**src/rtl/pipeline_hazard_ctrl.sv**
```systemverilog
// Pipeline hazard controller: RAW stalls, jalr gating, MEM-stage forwarding and a
// timed memory-phase FSM. Optional forwarding is enabled with macro HAZARD_FWD_EN.
module pipeline_hazard_ctrl #(
  parameter int REG_W       = 5,
  parameter int MEM_TIMEOUT = 255,
  parameter int NUM_SRC     = 2
) (
  input  logic                                 clk,
  input  logic                                 rstN,
  input  logic [REG_W-1:0]                     rs1ID,
  input  logic [REG_W-1:0]                     rs2ID,
  input  logic [REG_W-1:0]                     rs3ID,
  input  logic [REG_W-1:0]                     rdEx,
  input  logic [REG_W-1:0]                     rdMem,
  input  logic                                 regWriteEX,
  input  logic                                 regWriteMEM,
  input  logic                                 memReadEX,
  input  logic                                 memWriteEX,
  input  logic                                 branchCU,
  input  logic                                 jumpRegCU,
  input  logic                                 mem_ready,
  output logic                                 IF_ID_write,
  output logic                                 PC_write,
  output logic                                 ID_Ex_enable,
  output logic                                 pcStall,
  output logic                                 branchHU,
  output logic                                 jumpRegHU,
  output logic                                 fwdA,
  output logic                                 fwdB,
  output logic                                 mem_busy,
  output logic                                 mem_timeout,
  output logic [1:0]                           o_dbg_state,
  output logic [$clog2(MEM_TIMEOUT+1)-1:0]     o_dbg_cnt
);

  localparam int CNT_W = $clog2(MEM_TIMEOUT+1);
  localparam logic SRC2_EN = (NUM_SRC >= 2);
  localparam logic SRC3_EN = (NUM_SRC >= 3);

  typedef enum logic [1:0] {
    S_IDLE      = 2'd0,
    S_ARM       = 2'd1,
    S_WAIT_DONE = 2'd2
  } state_t;

  state_t            r_state, w_state_nxt;
  logic [CNT_W-1:0]  r_cnt, w_cnt_nxt, w_cnt_inc;
  logic              r_timeout, w_timeout_nxt, w_hit;

  function automatic logic f_match(input logic wr, input logic [REG_W-1:0] rd,
                                   input logic [REG_W-1:0] r);
    return wr && (rd != '0) && (rd == r);
  endfunction

  logic w_ex1, w_ex2, w_ex3, w_mem1, w_mem2, w_mem3;
  logic w_ex_stall, w_jr_stall, w_mem_stall, w_fwd_stall, w_stall;

  assign w_ex1  = f_match(regWriteEX, rdEx, rs1ID);
  assign w_ex2  = SRC2_EN & f_match(regWriteEX, rdEx, rs2ID);
  assign w_ex3  = SRC3_EN & f_match(regWriteEX, rdEx, rs3ID);
  assign w_mem1 = f_match(regWriteMEM, rdMem, rs1ID);
  assign w_mem2 = SRC2_EN & f_match(regWriteMEM, rdMem, rs2ID);
  assign w_mem3 = SRC3_EN & f_match(regWriteMEM, rdMem, rs3ID);

  assign w_ex_stall  = w_ex1 | w_ex2 | w_ex3;
  assign w_jr_stall  = jumpRegCU & w_ex1;
  assign w_mem_stall = mem_busy | memReadEX | memWriteEX;

`ifdef HAZARD_FWD_EN
  // rs1/rs2 take the MEM result through the bypass; rs3 has no bypass path.
  assign fwdA        = w_mem1 & ~w_ex1;
  assign fwdB        = w_mem2 & ~w_ex2;
  assign w_fwd_stall = w_mem3;
`else
  assign fwdA        = 1'b0;
  assign fwdB        = 1'b0;
  assign w_fwd_stall = w_mem1 | w_mem2 | w_mem3;
`endif

  assign w_stall      = w_ex_stall | w_jr_stall | w_mem_stall | w_fwd_stall;
  assign IF_ID_write  = ~w_stall;
  assign PC_write     = ~w_stall;
  assign ID_Ex_enable = ~w_stall;
  assign pcStall      = w_stall;
  assign branchHU     = branchCU & ~w_stall;
  assign jumpRegHU    = jumpRegCU & ~w_stall;

  assign mem_busy    = (r_state != S_IDLE);
  assign mem_timeout = r_timeout;
  assign o_dbg_state = r_state;
  assign o_dbg_cnt   = r_cnt;

  // mem_ready low means busy: ARM waits for the memory to go busy, WAIT_DONE for it to finish.
  always_comb begin
    w_state_nxt   = r_state;
    w_timeout_nxt = 1'b0;
    w_cnt_inc     = (r_cnt == CNT_W'(MEM_TIMEOUT)) ? r_cnt : r_cnt + CNT_W'(1);
    w_hit         = (w_cnt_inc == CNT_W'(MEM_TIMEOUT));
    case (r_state)
      S_IDLE: begin
        if (memReadEX || memWriteEX) w_state_nxt = S_ARM;
      end
      S_ARM: begin
        if (w_hit) begin
          w_state_nxt   = S_IDLE;
          w_timeout_nxt = 1'b1;
        end else if (!mem_ready) begin
          w_state_nxt = S_WAIT_DONE;
        end
      end
      S_WAIT_DONE: begin
        if (w_hit) begin
          w_state_nxt   = S_IDLE;
          w_timeout_nxt = 1'b1;
        end else if (mem_ready) begin
          w_state_nxt = S_IDLE;
        end
      end
      default: w_state_nxt = S_IDLE;
    endcase
    if (w_state_nxt != r_state)  w_cnt_nxt = '0;
    else if (r_state != S_IDLE)  w_cnt_nxt = w_cnt_inc;
    else                         w_cnt_nxt = '0;
  end

  always_ff @(posedge clk) begin
    if (!rstN) begin
      r_state   <= S_IDLE;
      r_cnt     <= '0;
      r_timeout <= 1'b0;
    end else begin
      r_state   <= w_state_nxt;
      r_cnt     <= w_cnt_nxt;
      r_timeout <= w_timeout_nxt;
    end
  end

endmodule

```
**config.mk**
```make
export PLATFORM = sky130hd
export DESIGN_NAME = pipeline_hazard_ctrl
export DESIGN_NICKNAME = d
export VERILOG_FILES = /design/src/rtl/pipeline_hazard_ctrl.sv
export SDC_FILE = /design/constraint.sdc
export NUM_CORES = 1
export LEC_CHECK = 0
export BUFFER_PORTS_ARGS = -buffer_cell sky130_fd_sc_hd__buf_2
export CAP_MARGIN = 15
export CORE_UTILIZATION = 41
export CTS_BUF_LIST = sky130_fd_sc_hd__clkbuf_4 sky130_fd_sc_hd__clkbuf_8
export DETAILED_ROUTE_END_ITERATION = 10
export GPL_ROUTABILITY_DRIVEN = 0
export PLACE_DENSITY_LB_ADDON = 0.1
export SLEW_MARGIN = 5
export SYNTH_ARGS = -nofsm -noshare
export SYNTH_HDL_FRONTEND = slang
export SYNTH_SLANG_ARGS = --single-unit
```
**constraint.sdc**
```tcl
create_clock -name clk -period 1.7 [get_ports clk]
set_input_delay 0.17 -clock clk [delete_from_list [all_inputs] [get_ports clk]]
set_output_delay 0.17 -clock clk [all_outputs]
set_load 0.02 [all_outputs]
```
==> out/results.ini <==
[timing]
fin_crit_sh_pct=100.3
final_hold_viol_count=0
setup_viol=2
layout_setup_ws_ps=-5.498
clock_skew_ps=6.951
report.final.slew_viol_count=0
rsz0062_at_grt=true
layout_min_cycle_time_ps=1705
fmax_mhz=586.3

[detailed_routing]
wirelength_um=3010
drtIter0Drc=22
via_per_inst=5.143
wl_per_cell_um=13.50
ant_nets=0
drt_first_pass_iters=4
num_vias=1147
drc=0

[hold_path]
hold_class=in2reg
hold_depth=3

[floorplan]
ioPinCount=54
die_w_um=51.01
start_util_pct=44.09
die_h_um=51.01
rows=17
dieArea_um2=2602
core_area_um2=2233

[power_and_ir_drop]
power.switching_uw=450.9
p_sw_share_pct=40.20
combPwrFrac_pct=55.7
ir_drop_v=0.0005174
p_seq_share_pct=27.9
p_leak_uw=0.0007212
internal_power_uw=670.7
powerDensity_nw_per_um2=677.0
pwr-share-clk_pct=16.4

[clocking]
cts_sinks=11
cts_buffer_depth=2
tritoncts=yes
cts_made_buffers=3
cts_hold_buffers=0
htreeDepth=1
cts_root_buffer=clkbuf_4
clk_pin_slew_ps=70
clk-insertion-delay-late_ps=280

[placed_design]
place_hpwl_um=1988
place_ws_ps=-69.78
postPlaceCellArea_um2=1353
io_buffers=46

[synthesis]
synth-seq-area-share_pct=22.36
syn_area_um2=984.7
avgSynthCellArea_um2=7.878
yosysWarnings=0
synth_area_leaders=dfxtp_1, xor2_1, ha_1
synth_top_area_cell=dfxtp_1
ys_ff_latch=11
synth_cell_types=34
syn_inst=125
yosysTopAreaCellShare_pct=22.36

[flow_run]
drv_cap=0

[grt]
grt_pass1_vias=1052
grt_antenna_before_repair=0
grt_overflow=0
grt_start_max_net_pins=9
grt_usage_pct=22.06
grt_pass1_wl_um=4353

[setup_path]
crit_path_max_fanout=3
worst_setup_path_start_kind=flip-flop
criticalPathCategory=reg2reg
reg2reg_depth=9
r2r_slack_ps=-5
worstPathArrival_ps=1910
cp.required_ps=1910
endpoint_kind=flip-flop

[run_status]
status=finished, violations left
violations=setup timing

[layout]
syn2layout_area_growth_pct=68.23
layout-drive-gt1-share_pct=56.92
post-route-cell-area_um2=1657
fillers=167
layout_common_cells=buf_2, xor2_1, buf_4
nets=235
antenna_cells=0
final_common_cell=buf_2

-- cell usage after synthesis --
cell	number
xor2_1	21
nor2_1	15
dfxtp_1	11
inv_1	8
nor3_1	8
o21ai_0	8
a21oi_1	6
nand3_1	6
ha_1	5
buf_4	4
nand2_1	4
a22oi_1	3
a211oi_1	2
mux2i_1	2
nand2b_1	2
or4_1	2
a2111oi_2	1
and3_1	1
and3_2	1
and4_2	1
and4b_1	1
conb_1	1
mux2_2	1
mux2i_2	1
nand2_2	1
nand4_1	1
nor2b_1	1
nor3_2	1
nor4_1	1
o221ai_1	1
o221ai_2	1
or2_0	1
or4b_1	1
xnor2_1	1
-- path summary, 6_finish.rpt --
path,start,to
setup / recovery,o_dbg_state[1],o_dbg_cnt[6]
hold / removal,rstN,mem_timeout
setup reg to reg,o_dbg_state[1],o_dbg_cnt[6]
hold reg to reg,o_dbg_cnt[5],o_dbg_cnt[5]
-- sequential cells by signal, summed over array words and instances, names as in the netlist --
signal / flops
mem_timeout: 1
o_dbg_cnt: 8
o_dbg_state: 2
-- critical path, stage by stage, from the launching register on --
cell,delay (ps)
dfxtp_2,360
inv_2,50
buf_4,130
ha_4,160
or4b_4,200
nand3_2,60
a211oi_2,270
mux2i_4,120
buf_6,140
nor3_4,150
-- kinds of logic after synthesis --
kind of cell / count (synthesis) / synth area share (%)
compound gates: 22 / 14.87
mux: 4 / 4.574
other cells: 1 / 0.3808
flops: 11 / 22.36
buf+inv: 12 / 6.099
simple gates: 48 / 25.80
fa+ha+maj: 5 / 6.353
xor+xnor: 22 / 19.57
-- layout make-up --
type                    count  area (um^2)  area share (%)
clock inverters             1        5.005          0.3021
well taps                  28        35.03           2.115
repair buffers             69        449.2           27.11
flip-flops and latches     11        235.2           14.20
multi-input cells         103        874.6           52.79
inverters                   8        35.03           2.115
clock buffers               3        22.52           1.360
-- routing by layer --
layer  routed length, um  share of wire [%]  up-vias  GRT usage [%]
met3                 132                4.4        5          1.786
met2                1615                 54       40          43.64
li1                    -                  -      572              -
met4                  34                1.1        0          8.796
met1                1228                 41      530          23.42
met5                   0                  0        -              0
-- power by group through the flow --
| stage | registers (uW) | logic [uW] | clock network, uW |
|---|---|---|---|
| detailed placement | 302 | 429 | 0 |
| global route | 314 | 674 | 203 |
| global placement | 300 | 415 | 0 |
| floorplan | 327 | 250 | 0 |
| CTS | 300 | 529 | 186 |
| finish | 313 | 625 | 184 |
-- per-stage QoR --
step / instances / TNS (ps) / hold slack [ps] / power (uW) / utilization (%)
floorplan: 126 / 0 / 290.5 / 576.7 / -
global placement: 208 / -31.52 / 433.3 / 715.2 / 60.56
detailed placement: 208 / -518.7 / 434.6 / 730.8 / 60.56
CTS: 218 / -362.8 / 154.2 / 1015 / 67.62
global route: 223 / -804.4 / 194.3 / 1190 / 74.17
finish: 223 / -6.491 / 162.7 / 1122 / 74.17
-- what timing repair did --
item                                   CTS  global route
resized for setup                       23            25
endpoints found under the hold margin    0             0
setup endpoints to repair               14            16
pin swaps                               13            11
setup buffers                            6             5
Note: power is estimated with default switching activity, not from simulation.
